### config.mk
export PLATFORM = sky130hd
export DESIGN_NAME = pc_progress_monitor
export DESIGN_NICKNAME = d
export VERILOG_FILES = /design/src/rtl/pcmon_pkg.sv /design/src/rtl/sat_counter.sv /design/src/rtl/pc_progress_monitor.sv
export SDC_FILE = /design/constraint.sdc
export NUM_CORES = 1
export LEC_CHECK = 0
export ABC_AREA = 1
export CAP_MARGIN = 20
export CORE_MARGIN = 4
export CORE_UTILIZATION = 35
export CTS_BUF_LIST = sky130_fd_sc_hd__clkbuf_8
export CTS_CLUSTER_SIZE = 8
export DETAILED_ROUTE_END_ITERATION = 10
export PLACE_DENSITY = 0.58
export SLEW_MARGIN = 15
export SYNTH_ARGS = -nofsm -noshare
export SYNTH_HDL_FRONTEND = slang
export SYNTH_SLANG_ARGS = --single-unit
### constraint.sdc
create_clock -name clk -period 6.15 [get_ports clk]
set_clock_uncertainty 0.2 [all_clocks]
set_input_delay 1.23 -clock clk [delete_from_list [all_inputs] [get_ports clk]]
set_output_delay 1.23 -clock clk [all_outputs]
set_load 0.02 [all_outputs]
### src/rtl/pcmon_pkg.sv
`default_nettype none
// ============================================================================
// Module   : pcmon_pkg
// Brief    : Shared types and default constants for the PC progress monitor.
// Revision : 1.0 - initial release
// ============================================================================
package pcmon_pkg;

  // Run state as seen on the state output port.
  typedef enum logic [1:0] {
    ST_IDLE = 2'd0,
    ST_RUN  = 2'd1,
    ST_PASS = 2'd2,
    ST_FAIL = 2'd3
  } state_t;

  // Sticky reason for entering FAIL.
  typedef enum logic [2:0] {
    FC_NONE     = 3'd0,
    FC_MISALIGN = 3'd1,
    FC_OOB      = 3'd2,
    FC_STALL    = 3'd3,
    FC_TIMEOUT  = 3'd4
  } fail_cause_t;

  // Default program end address and instruction-memory bound.
  localparam logic [31:0] DEFAULT_END_PC     = 32'h0000_03A0;
  localparam logic [31:0] DEFAULT_IMEM_LIMIT = 32'h0000_1000;

  // True for the two terminal states, where the monitor waits for clear.
  function automatic logic is_halted(input state_t s);
    return (s == ST_PASS) || (s == ST_FAIL);
  endfunction

endpackage
`default_nettype wire

### src/rtl/sat_counter.sv
`default_nettype none
// ============================================================================
// Module   : sat_counter
// Brief    : Up-counter that sticks at all-ones; synchronous clear.
// Revision : 1.0 - initial release
// ============================================================================
module sat_counter #(
  parameter int W = 32
) (
  input  logic         clk,
  input  logic         rst,
  input  logic         clr,
  input  logic         en,
  output logic [W-1:0] q
);

  logic [W-1:0] count_q;
  logic [W-1:0] count_d;

  // Next count: clear wins, otherwise step unless already saturated.
  always_comb begin
    count_d = count_q;
    if (clr) begin
      count_d = '0;
    end else if (en && (count_q != {W{1'b1}})) begin
      count_d = count_q + W'(1);
    end
  end

  // Count register.
  always_ff @(posedge clk) begin
    if (rst) begin
      count_q <= '0;
    end else begin
      count_q <= count_d;
    end
  end

  assign q = count_q;

endmodule
`default_nettype wire

### src/rtl/pc_progress_monitor.sv
`default_nettype none
// ============================================================================
// Module   : pc_progress_monitor
// Brief    : Watches the retired PC stream, counts activity, tracks ordered
//            checkpoints and declares PASS or FAIL with a sticky cause.
// Revision : 1.0 - initial release
// ============================================================================
module pc_progress_monitor
  import pcmon_pkg::*;
#(
  parameter int              XLEN        = 32,
  parameter int              CNT_W       = 32,
  parameter int              NUM_CP      = 8,
  parameter int              STALL_LIMIT = 50,
  parameter int              MAX_CYCLES  = 2000,
  parameter logic [XLEN-1:0] END_PC      = XLEN'(DEFAULT_END_PC),
  parameter logic [XLEN-1:0] IMEM_LIMIT  = XLEN'(DEFAULT_IMEM_LIMIT),
  localparam int             IDX_W       = (NUM_CP > 1) ? $clog2(NUM_CP) : 1,
  localparam int             STG_W       = $clog2(NUM_CP + 1)
) (
  input  logic             clk,
  input  logic             rst,
  input  logic             start,
  input  logic             clear,
  input  logic             pc_valid,
  input  logic [XLEN-1:0]  pc,
  input  logic             cp_wr_en,
  input  logic [IDX_W-1:0] cp_wr_idx,
  input  logic [XLEN-1:0]  cp_wr_addr,
  output logic [1:0]       state,
  output logic [2:0]       fail_cause,
  output logic             done,
  output logic             halt,
  output logic             cp_hit,
  output logic [IDX_W-1:0] cp_idx,
  output logic [STG_W-1:0] cp_stage,
  output logic [CNT_W-1:0] cycle_cnt,
  output logic [CNT_W-1:0] retire_cnt,
  output logic [CNT_W-1:0] redirect_cnt
);

  localparam int SR_W = $clog2(STALL_LIMIT + 1);
  localparam logic [SR_W-1:0]  c_stall_limit = SR_W'(STALL_LIMIT);
  localparam logic [CNT_W-1:0] c_last_cycle  = CNT_W'(MAX_CYCLES - 1);
  localparam logic [STG_W-1:0] c_num_cp      = STG_W'(NUM_CP);

  // --------------------------------------------------------------------------
  // State
  // --------------------------------------------------------------------------
  state_t           state_q,      state_d;
  fail_cause_t      fail_cause_q, fail_cause_d;
  logic             done_q,       done_d;
  logic             halt_q,       halt_d;
  logic             cp_hit_q,     cp_hit_d;
  logic [IDX_W-1:0] cp_idx_q,     cp_idx_d;
  logic [STG_W-1:0] cp_stage_q,   cp_stage_d;
  logic [XLEN-1:0]  prev_pc_q,    prev_pc_d;
  logic             have_prev_q,  have_prev_d;
  logic [SR_W-1:0]  stall_run_q,  stall_run_d;
  logic [XLEN-1:0]  cp_addr_q [NUM_CP];
  logic [XLEN-1:0]  cp_addr_d [NUM_CP];

  // --------------------------------------------------------------------------
  // Per-sample decode
  // --------------------------------------------------------------------------
  logic             w_in_run;
  logic             w_in_halt;
  logic             w_sample;
  logic [XLEN-1:0]  w_seq_pc;
  logic             w_redirect;
  logic             w_repeat;
  logic [SR_W-1:0]  w_stall_next;
  logic [XLEN-1:0]  w_cp_expected;
  logic             w_cp_match;
  logic             w_timeout;
  logic             w_clr_cnt;

  assign w_in_run   = (state_q == ST_RUN);
  assign w_in_halt  = is_halted(state_q);
  assign w_sample   = w_in_run && pc_valid;
  assign w_seq_pc   = prev_pc_q + XLEN'(4);
  assign w_redirect = w_sample && have_prev_q && (pc != w_seq_pc);
  assign w_repeat   = have_prev_q && (pc == prev_pc_q);
  // The repeat run saturates at the limit so it can never wrap back below it.
  assign w_stall_next = !w_repeat                      ? '0 :
                        (stall_run_q == c_stall_limit) ? stall_run_q :
                                                         stall_run_q + SR_W'(1);
  assign w_timeout  = w_in_run && (cycle_cnt == c_last_cycle);
  assign w_clr_cnt  = w_in_halt && clear;

  // Address of the checkpoint currently awaited (all-ones once all are hit).
  always_comb begin
    w_cp_expected = '1;
    for (int i = 0; i < NUM_CP; i++) begin
      if (cp_stage_q == STG_W'(i)) begin
        w_cp_expected = cp_addr_q[i];
      end
    end
  end

  assign w_cp_match = w_sample && (cp_stage_q < c_num_cp) && (pc == w_cp_expected);

  // --------------------------------------------------------------------------
  // Activity counters; the cycle counter stops on the timeout cycle so the
  // reported value is the cycle on which the budget ran out.
  // --------------------------------------------------------------------------
  sat_counter #(.W(CNT_W)) u_cycle_cnt (
    .clk (clk),
    .rst (rst),
    .clr (w_clr_cnt),
    .en  (w_in_run && !w_timeout),
    .q   (cycle_cnt)
  );

  sat_counter #(.W(CNT_W)) u_retire_cnt (
    .clk (clk),
    .rst (rst),
    .clr (w_clr_cnt),
    .en  (w_sample),
    .q   (retire_cnt)
  );

  sat_counter #(.W(CNT_W)) u_redirect_cnt (
    .clk (clk),
    .rst (rst),
    .clr (w_clr_cnt),
    .en  (w_redirect),
    .q   (redirect_cnt)
  );

  // Next-state, checkpoint tracking and terminal-condition priority.
  always_comb begin
    state_d      = state_q;
    fail_cause_d = fail_cause_q;
    done_d       = 1'b0;
    halt_d       = halt_q;
    cp_hit_d     = 1'b0;
    cp_idx_d     = cp_idx_q;
    cp_stage_d   = cp_stage_q;
    prev_pc_d    = prev_pc_q;
    have_prev_d  = have_prev_q;
    stall_run_d  = stall_run_q;
    for (int i = 0; i < NUM_CP; i++) begin
      cp_addr_d[i] = cp_addr_q[i];
    end

    unique case (state_q)
      ST_IDLE: begin
        // Write lands even when start arrives in the same cycle.
        if (cp_wr_en) begin
          for (int i = 0; i < NUM_CP; i++) begin
            if (cp_wr_idx == IDX_W'(i)) begin
              cp_addr_d[i] = cp_wr_addr;
            end
          end
        end
        if (start) begin
          state_d = ST_RUN;
        end
      end

      ST_RUN: begin
        if (pc_valid) begin
          prev_pc_d   = pc;
          have_prev_d = 1'b1;
          stall_run_d = w_stall_next;
        end
        // A hit on the terminating sample is still reported.
        if (w_cp_match) begin
          cp_hit_d   = 1'b1;
          cp_idx_d   = cp_stage_q[IDX_W-1:0];
          cp_stage_d = cp_stage_q + STG_W'(1);
        end
        if (w_sample && (pc[1:0] != 2'b00)) begin
          state_d      = ST_FAIL;
          fail_cause_d = FC_MISALIGN;
          done_d       = 1'b1;
          halt_d       = 1'b1;
        end else if (w_sample && (pc >= IMEM_LIMIT)) begin
          state_d      = ST_FAIL;
          fail_cause_d = FC_OOB;
          done_d       = 1'b1;
          halt_d       = 1'b1;
        end else if (w_sample && (pc >= END_PC)) begin
          state_d      = ST_PASS;
          done_d       = 1'b1;
          halt_d       = 1'b1;
        end else if (w_sample && (w_stall_next == c_stall_limit)) begin
          state_d      = ST_FAIL;
          fail_cause_d = FC_STALL;
          done_d       = 1'b1;
          halt_d       = 1'b1;
        end else if (w_timeout) begin
          state_d      = ST_FAIL;
          fail_cause_d = FC_TIMEOUT;
          done_d       = 1'b1;
          halt_d       = 1'b1;
        end
      end

      ST_PASS, ST_FAIL: begin
        // Terminal states hold until clear; checkpoint addresses survive.
        if (clear) begin
          state_d      = ST_IDLE;
          fail_cause_d = FC_NONE;
          halt_d       = 1'b0;
          cp_stage_d   = '0;
          have_prev_d  = 1'b0;
          stall_run_d  = '0;
        end
      end

      default: begin
        state_d = ST_IDLE;
      end
    endcase
  end

  // State register; checkpoints reset to all-ones, which is misaligned and
  // therefore can never match a legal PC.
  always_ff @(posedge clk) begin
    if (rst) begin
      state_q      <= ST_IDLE;
      fail_cause_q <= FC_NONE;
      done_q       <= 1'b0;
      halt_q       <= 1'b0;
      cp_hit_q     <= 1'b0;
      cp_idx_q     <= '0;
      cp_stage_q   <= '0;
      prev_pc_q    <= '0;
      have_prev_q  <= 1'b0;
      stall_run_q  <= '0;
      for (int i = 0; i < NUM_CP; i++) begin
        cp_addr_q[i] <= '1;
      end
    end else begin
      state_q      <= state_d;
      fail_cause_q <= fail_cause_d;
      done_q       <= done_d;
      halt_q       <= halt_d;
      cp_hit_q     <= cp_hit_d;
      cp_idx_q     <= cp_idx_d;
      cp_stage_q   <= cp_stage_d;
      prev_pc_q    <= prev_pc_d;
      have_prev_q  <= have_prev_d;
      stall_run_q  <= stall_run_d;
      for (int i = 0; i < NUM_CP; i++) begin
        cp_addr_q[i] <= cp_addr_d[i];
      end
    end
  end

  assign state      = state_q;
  assign fail_cause = fail_cause_q;
  assign done       = done_q;
  assign halt       = halt_q;
  assign cp_hit     = cp_hit_q;
  assign cp_idx     = cp_idx_q;
  assign cp_stage   = cp_stage_q;

endmodule
`default_nettype wire

### Word-level counts from Yosys, hierarchy flattened

Memories as Yosys holds them, arrays and structs flattened.
Cells that the tools add are included.

* logic and storage cells: 165
* memories kept: 1
* bits in writable memories: 256
* output and inout bits: 111
* flip-flop bits (word level): 150
* bits in read-only memories: 0
* bits in latches: 0
* input bits: 73

Memories
* cp_addr_q: words 8, bits a word 32, read ports 8, clocked after memory_dff 0, write ports 8, RTL line pc_progress_monitor.sv:60 `logic [XLEN-1:0] cp_addr_q [NUM_CP];`

* add/sub/neg operators: 6
* bitwise operators: 9
* equality and inequality tests: 33
* reduce and logical (&&, ||, !) cells: 33
* divide/modulo/power cells: 0
* muxes and demuxes: 67
* shift operators: 0
* order comparisons: 3
* multipliers: 0

Operators with widths (count)
* two-way mux 32 bit: 24
* two-way mux 256 bit: 2
* adder 32 x 1 -> 32 bit, second input constant: 3
* != test 32 bit, second input constant: 3
* equality test 32 bit: 2
* adder 32 x 3 -> 32 bit, second input constant: 1
* equality test 32 x 11 -> 1 bit, second input constant: 1
* greater-or-equal comparator 32 x 10 -> 1 bit, second input constant: 1
* greater-or-equal comparator 32 x 13 -> 1 bit, second input constant: 1
* != test 32 bit: 1
* two-way mux 6 bit: 4
* two-way mux 3 bit: 6
* equality test 4 x 3 -> 1 bit, second input constant: 4
* logical AND 1 bit: 16
* two-way mux 1 bit: 16
* two-way mux 2 bit: 7
* equality test 3 bit, second input constant: 4
* equality test 6 bit, second input constant: 2
* case mux 6 bit (2 select lines): 1
* AND reduction 3 bit: 4
* equality test 4 x 2 -> 1 bit, second input constant: 2
* two-way mux 4 bit: 2
* OR 1 bit: 8
* case mux 4 bit (2 select lines): 1
* other kinds (26): 35

### Longest topological paths before layout

Gate-level depths: netlist (run 1).

* depth after elaboration: 13
* mapped depth: 25
* depth with buffers taken out: 23

### Modules after synthesis

Synthesis (run 1) repeated with hierarchy kept, for this count alone.

* cells, all modules: 3433
* area total of the unflattened synthesis: 22457.8 µm²

Modules (own cells, without submodules)
* pc_progress_monitor: area an instance 16303.1 µm², instances 1, sequential area each 6206.0 µm², cells an instance 2464
* sat_counter (u_cycle_cnt ...): area an instance 2095.8 µm², instances 2, sequential area each 640.6 µm², cells an instance 325
* sat_counter (u_retire_cnt): area an instance 1963.1 µm², instances 1, sequential area each 640.6 µm², cells an instance 319

### Worst setup path before layout (run 1)

OpenSTA, ideal clock, no wires.

* kind: in2reg
* start: in pc[16]
* end: reg fail_cause_q[1] (netlist: fail_cause[1])
* library setup time: 0.132 ns
* stages: 10
* data arrival time: 2.758 ns
* setup slack: 3.060 ns
* required time: 5.818 ns
* cells stage by stage: xnor2_1 nand4_1 nor4_1 nand2_1 nor2_1 nand4_1 a21boi_0 nand2_1 nand2_1 a21oi_1

* cells in the longest elaborated chain, start to end: 10

RTL lines
* start, declared: RTL line pc_progress_monitor.sv:26 `input logic [XLEN-1:0] pc,`
* equality test 32 bit: RTL line pc_progress_monitor.sv:83 `assign w_repeat = have_prev_q && (pc == prev_pc_q);`
* logical AND 1 bit: RTL line pc_progress_monitor.sv:83
* two-way mux 6 bit: RTL line pc_progress_monitor.sv:85 `assign w_stall_next = !w_repeat ? '0 :`
* equality test 6 bit: RTL line pc_progress_monitor.sv:188 `end else if (w_sample && (w_stall_next == c_stall_limit)) begin`
* logical AND 1 bit: RTL line pc_progress_monitor.sv:188
* two-way mux 3 bit: RTL line pc_progress_monitor.sv:188
* two-way mux 3 bit: RTL line pc_progress_monitor.sv:184 `end else if (w_sample && (pc >= END_PC)) begin`
* two-way mux 3 bit: RTL line pc_progress_monitor.sv:179 `end else if (w_sample && (pc >= IMEM_LIMIT)) begin`
* two-way mux 3 bit: RTL line pc_progress_monitor.sv:174 `if (w_sample && (pc[1:0] != 2'b00)) begin`
* case mux 3 bit (2 select lines): RTL line pc_progress_monitor.sv:147 `unique case (state_q)`
* end signal, assigned: RTL line pc_progress_monitor.sv:238 `fail_cause_q <= fail_cause_d;`
* end, declared: RTL line pc_progress_monitor.sv:51 `fail_cause_t fail_cause_q, fail_cause_d;`

Several ways; a longest one is shown, not always the timed one. The select of a mux whose other input is x is not followed.
A chain may end at the register's enable or synchronous reset.

### Final worst setup path (run 1)

* start: reg cp_stage_q[1] (netlist: cp_stage[1])
* end: reg cp_stage_q[3] (netlist: cp_stage[3])

* cells in the longest elaborated chain, start to end: 13

RTL lines
* start, declared: RTL line pc_progress_monitor.sv:56 `logic [STG_W-1:0] cp_stage_q, cp_stage_d;`
* start signal, assigned: RTL line pc_progress_monitor.sv:243 `cp_stage_q <= cp_stage_d;`
* zero test 4 bit: RTL line pc_progress_monitor.sv:95 `if (cp_stage_q == STG_W'(i)) begin`
* two-way mux 32 bit (8 in series): RTL line pc_progress_monitor.sv:95
* equality test 32 bit: RTL line pc_progress_monitor.sv:101 `assign w_cp_match = w_sample && (cp_stage_q < c_num_cp) && (pc == w_cp_expected);`
* logical AND 1 bit: RTL line pc_progress_monitor.sv:101
* != test 2 x 1 -> 1 bit (no line)
* AND reduction 3 bit (no line)

Several ways; a longest one is shown, not always the timed one. The select of a mux whose other input is x is not followed.

==> impl_metrics.py, run 1 <==
metrics = {
    "floorplan": {
        "io_pins": 184,
        "initial_core_util_pct": 35.6,
        "die_h_um": 257,
        "fp.dieArea_um2": 65900,
        "row_count": 90,
        "core_um2": 60800,
        "die_x_um": 257,
    },
    "layout": {
        "drive_gt1_share_pct": 5.44,
        "nets": 3502,
        "fin_area_um2": 25500,
        "area_growth_pct": 17.6,
        "final_util_pct": 41.9,
        "stdcell_count": 4260,
    },
    "worst_setup_path": {
        "endpoint_kind": "flip-flop",
        "slowest_delay_ns": 0.77,
        "critPathBufInv": 3,
        "cp_data_arrival_time_ns": 4.57,
        "crit_chain": "inv_1 > ha_1 > buf_4 > inv_1 > nand2_1 > nor2_1 > nand2_1 > nand3_1 > nand3_1 > nand2_1 > nand2_1 > nand2_1 > nand2_1 > nand3b_1 > nand2_1 > nor2_1 > nand2_1 > nor2_2 > nand3_2 > a21oi_1 > nor2_1",
        "critPathSlowestCell": "nor2_1",
        "crit_path_max_fanout": 14,
        "cp.required_ns": 6.49,
        "critPathLaunchType": "flip-flop",
        "critical_path_class": "flip-flop to flip-flop",
        "crit_top_cell": "nand2_1",
        "crit_family": "simple AND/OR/NAND/NOR gates",
    },
    "grt": {
        "grt_pass1_vias": 20100,
        "grt_antenna_before_repair": 2,
        "grt_util_all_layers_pct": 21.6,
        "grt_max_degree": 78,
        "overflow": 0,
        "grt_pass1_wl_um": 115000,
    },
    "clocking": {
        "cts_resized": 0,
        "clkSlewWorstSetupHoldPaths_ns": 0.06,
        "clock-root-buffer": "clkbuf_8",
        "ctsHoldBuffers": 0,
        "cts_num_sinks": 406,
        "htreeDepth": 3,
        "cts_buffers": 76,
        "clk_path_buf_depth": 3,
        "insertion_delay_ns": 0.66,
        "cts_post_setup_buffers_inserted": 0,
        "cts_tree": "done",
    },
    "run": {
        "drv_cap": 0,
    },
    "drt": {
        "avgViaCountPerCell": 5.04,
        "wirelength_um": 73600,
        "drcViolationCount": 0,
        "first_pass_iters": 6,
        "drt_iter0_drc": 1607,
        "postRouteAntennaNets": 0,
        "vias": 21500,
        "wire_per_inst_um": 17.3,
    },
    "place": {
        "placed_cells": 4122,
        "place.port_buffers": 183,
        "gp_congestion": 0.960,
        "dp_hpwl_um": 51300,
        "post_dp_cell_area_um2": 23900,
    },
    "power_and_ir_drop": {
        "ir_worst_vdd_uv": 138,
        "powerDensity_nw_per_um2": 290,
        "power.leakage_nw": 11.6,
    },
    "timing": {
        "period_share_pct": 68.7,
        "hold_viol": 0,
        "fmax_mhz": 237,
        "holdWs_ns": 0.247,
        "setup_viol": 0,
        "finalCriticalPeriod_ns": 4.23,
        "worst_slew_margin_rel_pct": 30.0,
        "rsz0062_at_grt": "no",
        "worstMarginPinSlew_ns": 1.05,
        "maxSlewViolCount": 0,
        "setup_tns_ns": 0,
    },
    "logic_synthesis": {
        "syn_avg_cell_area_um2": 6.52,
        "ys_async_sr_fraction_pct": 0,
        "netlist_instances": 3322,
        "yosysMostFrequentCell": "nand2_1",
        "synth_cell_types": 43,
        "synthTopCellsByCount": "nand2_1, inv_1, dfxtp_1, a21oi_1, o21ai_0",
        "synth_area_um2": 21700,
        "ys.flop_type": "dfxtp_1",
        "synth_top_area_share_pct": 37.5,
        "synth_fp_nets": 3405,
        "yosys.area.top_type": "dfxtp_1",
        "yosysSeqAreaShare_pct": 37.5,
        "synth_warnings": 0,
        "ys_top_cells_by_area": "dfxtp_1, nand2_1, inv_1",
        "synth_seq_cells": 406,
        "synth_edf_count": 0,
    },
    "min_path": {
        "hold_class": "flip-flop to flip-flop",
    },
    "status": {
        "status": "finished, final reports clean",
    },
}
-- cell families after synthesis --
family | synth area share (%)
AO/OA/AOI/OAI | 17.0
buffers and inverters | 12.5
XOR/XNOR | 4.33
adder cells (fa/ha/maj) | 0.578
AND/OR/NAND/NOR | 28.0
flip-flops | 37.5
-- worst paths after layout --
check	startpoint	end	slack, ns	cells past startpoint
max reg2reg	cp_stage[1]$_SDFFE_PP0P_	cp_stage[3]$_SDFFE_PP0P_	1.92	21
min	cp_addr_q[0][113]$_SDFFE_PP1P_	cp_addr_q[0][113]$_SDFFE_PP1P_	0.25	2
min reg2reg	cp_addr_q[0][113]$_SDFFE_PP1P_	cp_addr_q[0][113]$_SDFFE_PP1P_	0.25	2
max	cp_stage[1]$_SDFFE_PP0P_	cp_stage[3]$_SDFFE_PP0P_	1.92	21
-- flip-flops by register name, summed over array words and instances (netlist names) --
signal            cells
cp_addr_q           256
fail_cause            3
done                  1
halt                  1
stall_run_q           6
state                 2
prev_pc_q            32
u_cycle_cnt.q        32
u_redirect_cnt.q     32
cp_hit                1
u_retire_cnt.q       32
cp_idx                3
have_prev_q           1
cp_stage              4
-- layer usage --
| metal | global-route usage [%] | vias to the layer above | wire length [um] |
|---|---|---|---|
| li1 | - | 10900 | - |
| met1 | 27.8 | 9869 | 32800 |
| met2 | 36.5 | 517 | 34800 |
| met3 | 4.16 | 137 | 3730 |
| met4 | 6.70 | 2 | 2250 |
| met5 | 0 | - | 13 |
-- layout by cell type (no fill, tap or decap), drive strengths merged, types with 9 or more instances in the layout --
master	count
a21oi	344
buf	33
clkbuf	96
clkdlybuf4s50	182
dfxtp	406
ha	10
inv	532
nand2	706
nand3	221
nand3b	19
nand4	93
nor2	205
nor3	73
nor3b	9
nor4	26
o21ai	376
or2	11
xnor2	43
xor2	64
-- worst min-delay path, delay by kind of cell (launching register included) --
kind             cells  cell delay [ns]
and+or+nand+nor      2             0.10
DFF                  1             0.32
-- power breakdown --
part           internal, mW  switching, mW  total [mW]
Clock                  1.44           1.20        2.64
Combinational         0.547           1.24        1.79
Sequential             2.82          0.149        2.97
Total                  4.81           2.59        7.39
-- area by class of cell --
| class | count | area (um^2) |
|---|---|---|
| clock buffers | 96 | 1320 |
| clock inverters | 40 | 200 |
| well taps | 782 | 978 |
| diodes | 1 | 2.50 |
| inverters | 500 | 1880 |
| fillers | 6483 | 35300 |
| multi-input cells | 2220 | 10900 |
| flip-flops and latches | 406 | 8130 |
| repair buffers | 215 | 2090 |
-- through the flow --
step / worst slack, ns / power, mW
2_1_floorplan: 3.06 / 4.17
3_3_place_gp: 1.80 / 4.80
3_5_place_dp: 1.77 / 4.80
4_1_cts: 1.92 / 7.46
5_1_grt: 1.49 / 7.81
6_report: 1.92 / 7.39
No activity file was read; power rests on OpenSTA's default activity.
==> run 2: changes to the inputs <==
Settings changed: PLACE_DENSITY 0.58 to 0.6.
Clock period 6.15 ns to 3.4 ns, I/O delays scaled along.
==> run 2 against run 1 <==
Effect of this change:
- register-to-register slack got worse by 1.6 ns
- sequential power grew 80%
- die area unchanged
- combinational power increased by 96%
- worst setup slack worse by 1.6 ns
- first-iteration DRC count fell by 2.8%
- core utilization is 1.4 points higher
- power grew 83%
- largest power group unchanged
==> impl_metrics.py, run 2 (synthesized netlist as in run 1, its figures left out) <==
metrics = {
    "layout": {
        "ff_latch_area_um2": 8130,
        "final_cell_mix": "nand2_1, inv_1, dfxtp_1, a21oi_1, o21ai_0",
        "area_growth_pct": 21.4,
        "fillers": 6332,
        "nets": 3582,
        "regMostFlops": "cp_addr_q",
        "drive_gt1_share_pct": 7.74,
        "largest_register_ffs": 256,
        "mostFrequentLayoutCell": "nand2_1",
        "multiInputGateArea_um2": 10900,
    },
    "floorplan": {
        "fp.dieArea_um2": 65900,
        "io_pins": 184,
        "die_h_um": 257,
        "row_count": 90,
        "core_um2": 60800,
        "initial_core_util_pct": 35.6,
        "die_x_um": 257,
    },
    "grt": {
        "grt_antenna_before_repair": 4,
        "overflow": 0,
        "grt_pass1_vias": 20100,
        "grt_max_degree": 137,
        "grt_pass1_wl_um": 113000,
        "grt_util_all_layers_pct": 21.0,
    },
    "power_and_ir_drop": {
        "power.leakage_nw": 12.0,
        "powerDensity_nw_per_um2": 514,
        "ir_worst_vdd_uv": 311,
    },
    "run": {
        "drv_cap": 0,
    },
    "worst_setup_path": {
        "endpoint_kind": "flip-flop",
        "crit_path_max_fanout": 22,
        "r2r_setup_slack_ns": 0.34,
        "r2r.worst_path.cells": 20,
        "r2r_end": "cp_idx[0]$_SDFFE_PP0P_",
        "r2r-start": "cp_stage[1]$_SDFFE_PP0P_",
        "critPathLaunchType": "flip-flop",
        "crit_start": "cp_stage[1]$_SDFFE_PP0P_",
        "cp_data_arrival_time_ns": 3.39,
        "cp.required_ns": 3.74,
        "critical_path_class": "flip-flop to flip-flop",
    },
    "timing": {
        "worst_slew_margin_rel_pct": 41.4,
        "hold_viol": 0,
        "worstMarginPinSlew_ns": 0.878,
        "setup_viol": 0,
        "setup_tns_ns": 0,
        "period_share_pct": 89.9,
        "fmax_mhz": 327,
        "finalCriticalPeriod_ns": 3.06,
        "rsz0062_at_grt": "no",
        "maxSlewViolCount": 0,
        "holdWs_ns": 0.223,
    },
    "place": {
        "place.port_buffers": 183,
        "dp_hpwl_um": 51500,
        "gp_congestion": 0.943,
    },
    "drt": {
        "first_pass_iters": 5,
        "postRouteAntennaNets": 0,
        "drcViolationCount": 0,
        "drt_iter0_drc": 1562,
        "vias": 21500,
        "avgViaCountPerCell": 4.95,
        "wire_per_inst_um": 16.6,
        "wirelength_um": 72200,
    },
    "min_path": {
        "holdPathEnd": "stall_run_q[4]$_SDFFE_PP0P_",
        "hold_class": "primary input to flip-flop",
        "hold_start": "rst",
        "worst_hold_path.num_cells": 4,
    },
    "clocking": {
        "htreeDepth": 3,
        "cts_buffers": 72,
        "cts_num_sinks": 406,
        "clkSlewWorstSetupHoldPaths_ns": 0.07,
        "cts_tree": "done",
        "clock-root-buffer": "clkbuf_8",
        "clk_path_buf_depth": 3,
        "cts_post_setup_buffers_inserted": 0,
        "insertion_delay_ns": 0.65,
    },
    "status": {
        "status": "finished, final reports clean",
    },
}
## run 2: cell types whose count changed in the layout (fill, tap and decap cells not counted), sizes merged
cell	previous run	this run
clkinv	5	10
clkinvlp	2	1
bufinv	1	2
clkbuf	96	91
diode	1	3
inv	532	523
buf	33	116
## run 2: report_power, final
part	internal [mW]	switching (mW)	total (mW)
Clock	2.53	2.11	4.65
Combinational	1.26	2.25	3.51
Sequential	5.10	0.260	5.36
## run 2: critical path, stage by stage (launching register included)
cell       delay, ns
dfxtp_1         0.33
buf_4           0.14
ha_1            0.23
nand2_2         0.13
clkbuf_16       0.23
o21ai_1         0.12
inv_1           0.04
nand2_1         0.05
nand2_1         0.07
nand2_1         0.07
nand2_1         0.05
nand2_1         0.11
nand2_1         0.11
nand2_1         0.14
nand3_1         0.09
nor2_1          0.10
nand2_1         0.07
nor2_2          0.21
nand3_4         0.18
o21ai_1         0.18
nor2_1          0.05
## run 2: metal layers
| layer | vias to the layer above | share of wire [%] | routed length (um) | global-route usage [%] |
|---|---|---|---|---|
| li1 | 11100 | - | - | - |
| met1 | 9769 | 45 | 32600 | 27.8 |
| met2 | 497 | 47 | 33900 | 35.0 |
| met3 | 127 | 4.9 | 3540 | 3.77 |
| met4 | 0 | 2.9 | 2110 | 6.38 |
| met5 | - | 0 | 0 | 0 |
## run 2: worst max-delay path by stage
stage	cells after the start	end	slack, ns
2_1_floorplan	17	cp_stage[0]$_SDFFE_PP0P_	0.55
3_3_place_gp	12	fail_cause[1]$_SDFFE_PP0P_	-0.008
3_5_place_dp	12	fail_cause[1]$_SDFFE_PP0P_	0.008
4_1_cts	22	cp_idx[0]$_SDFFE_PP0P_	0.16
5_1_grt	23	cp_stage[0]$_SDFFE_PP0P_	0.02
6_report	20	cp_idx[0]$_SDFFE_PP0P_	0.34
## run 2: layout make-up
cell class                 instances  area share [%]
antenna                            3          0.0285
clock buffer                      90            4.71
clock inverter                    36           0.804
inverter                         500            7.16
multi-input combinational       2220            41.4
sequential                       406            30.9
tap                              782            3.72
timing repair buffer             299            11.2
## run 2: through the flow
stage                     worst slack (ns)  utilization [%]  std cells  power [mW]  area [um^2]
final                                0.342             43.2       4336        13.5        26300
after global routing                0.0221             43.2       4334        14.3        26300
after global placement            -0.00847             40.8       4206        8.92        24800
after CTS                            0.164             43.1       4332        13.6        26200
after detailed placement           0.00788             40.8       4206        8.94        24800
after floorplan                      0.550                -       3322        7.54        21700
## run 2: timing repair
action | in CTS | in global routing
hold buffers | 0 | 0
setup endpoints to repair | 0 | 7
resized for setup | 0 | 9
==> run 3: changes to the inputs <==
Settings changed: GPL_TIMING_DRIVEN set to 0.
==> run 3 against run 2 <==
Effect of this change:
- core utilization shrank 0.79 points
- first-iteration DRC count grew 27%
- clock power shrank 3%
- wire length grew 12%
- die area is the same
- cell area shrank 1.8%
- cell count grew 1.3%
- worst setup slack lost 0.15 ns
- power shrank 0.94%
- largest cell class unchanged
==> impl_metrics.py, run 3 (synthesized netlist as in run 1, its figures left out) <==
metrics = {
    "grt": {
        "grt_pass1_vias": 21000,
        "grt_max_degree": 12,
        "grt_pass1_wl_um": 122000,
        "grt_antenna_before_repair": 9,
        "overflow": 0,
        "grt_util_all_layers_pct": 23.5,
    },
    "worst_setup_path": {
        "r2r_setup_slack_ns": 0.19,
        "crit_chain": "inv_2 > ha_4 > inv_1 > nor2_4 > buf_6 > nand3_1 > nand3_1 > nand3_1 > nand2_1 > nand2_1 > nand2_1 > nand2_1 > nand2_1 > nand2_1 > nand2_1 > nand2_1 > nor2_1 > nand2_1 > nor2_4 > nand3_2 > buf_6 > nand3_1 > nand2_1 > nor2_1",
        "crit_top_cell": "nand2_1",
        "cp.required_ns": 3.79,
        "critPathSlowestCell": "dfxtp_4",
        "critPathLaunchType": "flip-flop",
        "endpoint_kind": "flip-flop",
        "crit_family": "simple AND/OR/NAND/NOR gates",
        "slowest_delay_ns": 0.39,
        "cp_data_arrival_time_ns": 3.60,
        "crit_path_max_fanout": 10,
        "critical_path_class": "flip-flop to flip-flop",
        "critPathBufInv": 4,
    },
    "place": {
        "gp_congestion": 0.925,
        "place.port_buffers": 150,
        "pre_cts_ws_ns": -0.467,
        "dp_hpwl_um": 61600,
        "placed_cells": 4254,
    },
    "drt": {
        "wirelength_um": 80800,
        "drt_iter0_drc": 1991,
        "postRouteAntennaNets": 0,
        "wire_per_inst_um": 18.4,
        "avgViaCountPerCell": 5.13,
        "first_pass_iters": 7,
        "drcViolationCount": 0,
        "vias": 22600,
    },
    "clocking": {
        "htreeDepth": 3,
        "cts_buffers": 76,
        "cts_tree": "done",
        "cts_num_sinks": 406,
        "insertion_delay_ns": 0.68,
        "ctsHoldBuffers": 0,
        "clkSlewWorstSetupHoldPaths_ns": 0.06,
        "clk_path_buf_depth": 3,
        "clock-root-buffer": "clkbuf_8",
    },
    "timing": {
        "setup_viol": 0,
        "worstMarginPinSlew_ns": 0.959,
        "fmax_mhz": 312,
        "holdWs_ns": 0.223,
        "rsz0062_at_grt": "yes",
        "maxSlewViolCount": 0,
        "finalCriticalPeriod_ns": 3.21,
        "period_share_pct": 94.4,
        "fin_ws_ns": 0.192,
        "worst_slew_margin_rel_pct": 36.1,
        "hold_viol": 0,
    },
    "floorplan": {
        "fp.dieArea_um2": 65900,
        "initial_core_util_pct": 35.6,
        "die_x_um": 257,
        "die_h_um": 257,
        "core_um2": 60800,
        "row_count": 90,
        "io_pins": 184,
    },
    "power_and_ir_drop": {
        "ir_worst_vdd_uv": 267,
        "power.leakage_nw": 11.7,
        "powerDensity_nw_per_um2": 519,
    },
    "layout": {
        "nets": 3638,
        "stdcell_count": 4393,
        "drive_gt1_share_pct": 6.21,
        "final_cell_mix": "nand2_1, inv_1, dfxtp_1, a21oi_1, o21ai_0",
        "largest_register_ffs": 256,
        "regMostFlops": "cp_addr_q",
        "final_util_pct": 42.5,
        "area_growth_pct": 19.2,
        "mostFrequentLayoutCell": "nand2_1",
    },
    "run": {
        "drv_cap": 0,
    },
    "status": {
        "status": "finished, final reports clean",
    },
    "min_path": {
        "hold_class": "primary input to flip-flop",
    },
}
-- run 3: changes by cell type in the layout (fill, tap and decap cells not counted), sizes merged --
cell	previous run	this run
diode	3	5
clkbuf	91	242
buf	116	45
clkdlybuf4s50	182	150
bufinv	2	0
inv	523	534
clkinvlp	1	3
clkinv	10	6
-- run 3: path summary, 6_finish.rpt --
check	startpoint	end	cells after the start
min reg2reg	cp_addr_q[0][124]$_SDFFE_PP1P_	cp_addr_q[0][124]$_SDFFE_PP1P_	2
max	cp_stage[0]$_SDFFE_PP0P_	cp_stage[0]$_SDFFE_PP0P_	24
max reg2reg	cp_stage[0]$_SDFFE_PP0P_	cp_stage[0]$_SDFFE_PP0P_	24
min	cp_wr_addr[22]	cp_addr_q[1][86]$_SDFFE_PP1P_	3
-- run 3: metrics by stage --
step                total power [mW]  area [um^2]  TNS [ns]
detailed placement              8.79        24100     -9.70
global route                    14.1        25800   -0.0354
global placement                8.77        24100     -8.92
CTS                             13.3        25600  -0.00156
floorplan                       7.54        21700         0
finish                          13.4        25800         0
-- run 3: timing repair --
| item | CTS | global route |
|---|---|---|
| setup buffers | 3 | 2 |
| setup endpoints to repair | 18 | 50 |
| pin swaps | 1 | 3 |
| gates resized for setup | 30 | 60 |
-- run 3: area by class of cell --
type / count / area, um^2
flip-flops and latches: 406 / 8140
well taps: 782 / 978
repair buffers: 155 / 1540
diodes: 5 / 12.5
fillers: 6486 / 35000
clock inverters: 43 / 205
plain buffers: 196 / 917
clock buffers: 86 / 1180
inverters: 500 / 1890
multi-input cells: 2220 / 11000
-- run 3: metal layers --
metal | part of all wire [%] | track usage, % | routed length, um | vias up
met5 | 0.064 | 0 | 52 | -
met2 | 46 | 38.2 | 36800 | 790
met1 | 44 | 31.5 | 35900 | 10400
met3 | 6.8 | 4.23 | 5490 | 171
li1 | - | - | - | 11200
met4 | 3.1 | 8.21 | 2540 | 8
-- run 3: report_power, final --
group	total (mW)	switching, mW	internal (mW)
Sequential	5.35	0.253	5.10
Clock	4.52	2.21	2.31
Combinational	3.52	2.43	1.08
Total	13.4	4.90	8.49
-- run 3: worst register-to-register path, stage by stage, from the launching register on --
cell and delay (ns):
dfxtp_4 0.39, inv_2 0.13, ha_4 0.21, inv_1 0.08, nor2_4 0.12, buf_6 0.18, nand3_1 0.08, nand3_1 0.11
nand3_1 0.10, nand2_1 0.09, nand2_1 0.07, nand2_1 0.07, nand2_1 0.10, nand2_1 0.08, nand2_1 0.05, nand2_1 0.10
nand2_1 0.06, nor2_1 0.17, nand2_1 0.11, nor2_4 0.14, nand3_2 0.10, buf_6 0.15, nand3_1 0.06, nand2_1 0.06
nor2_1 0.10
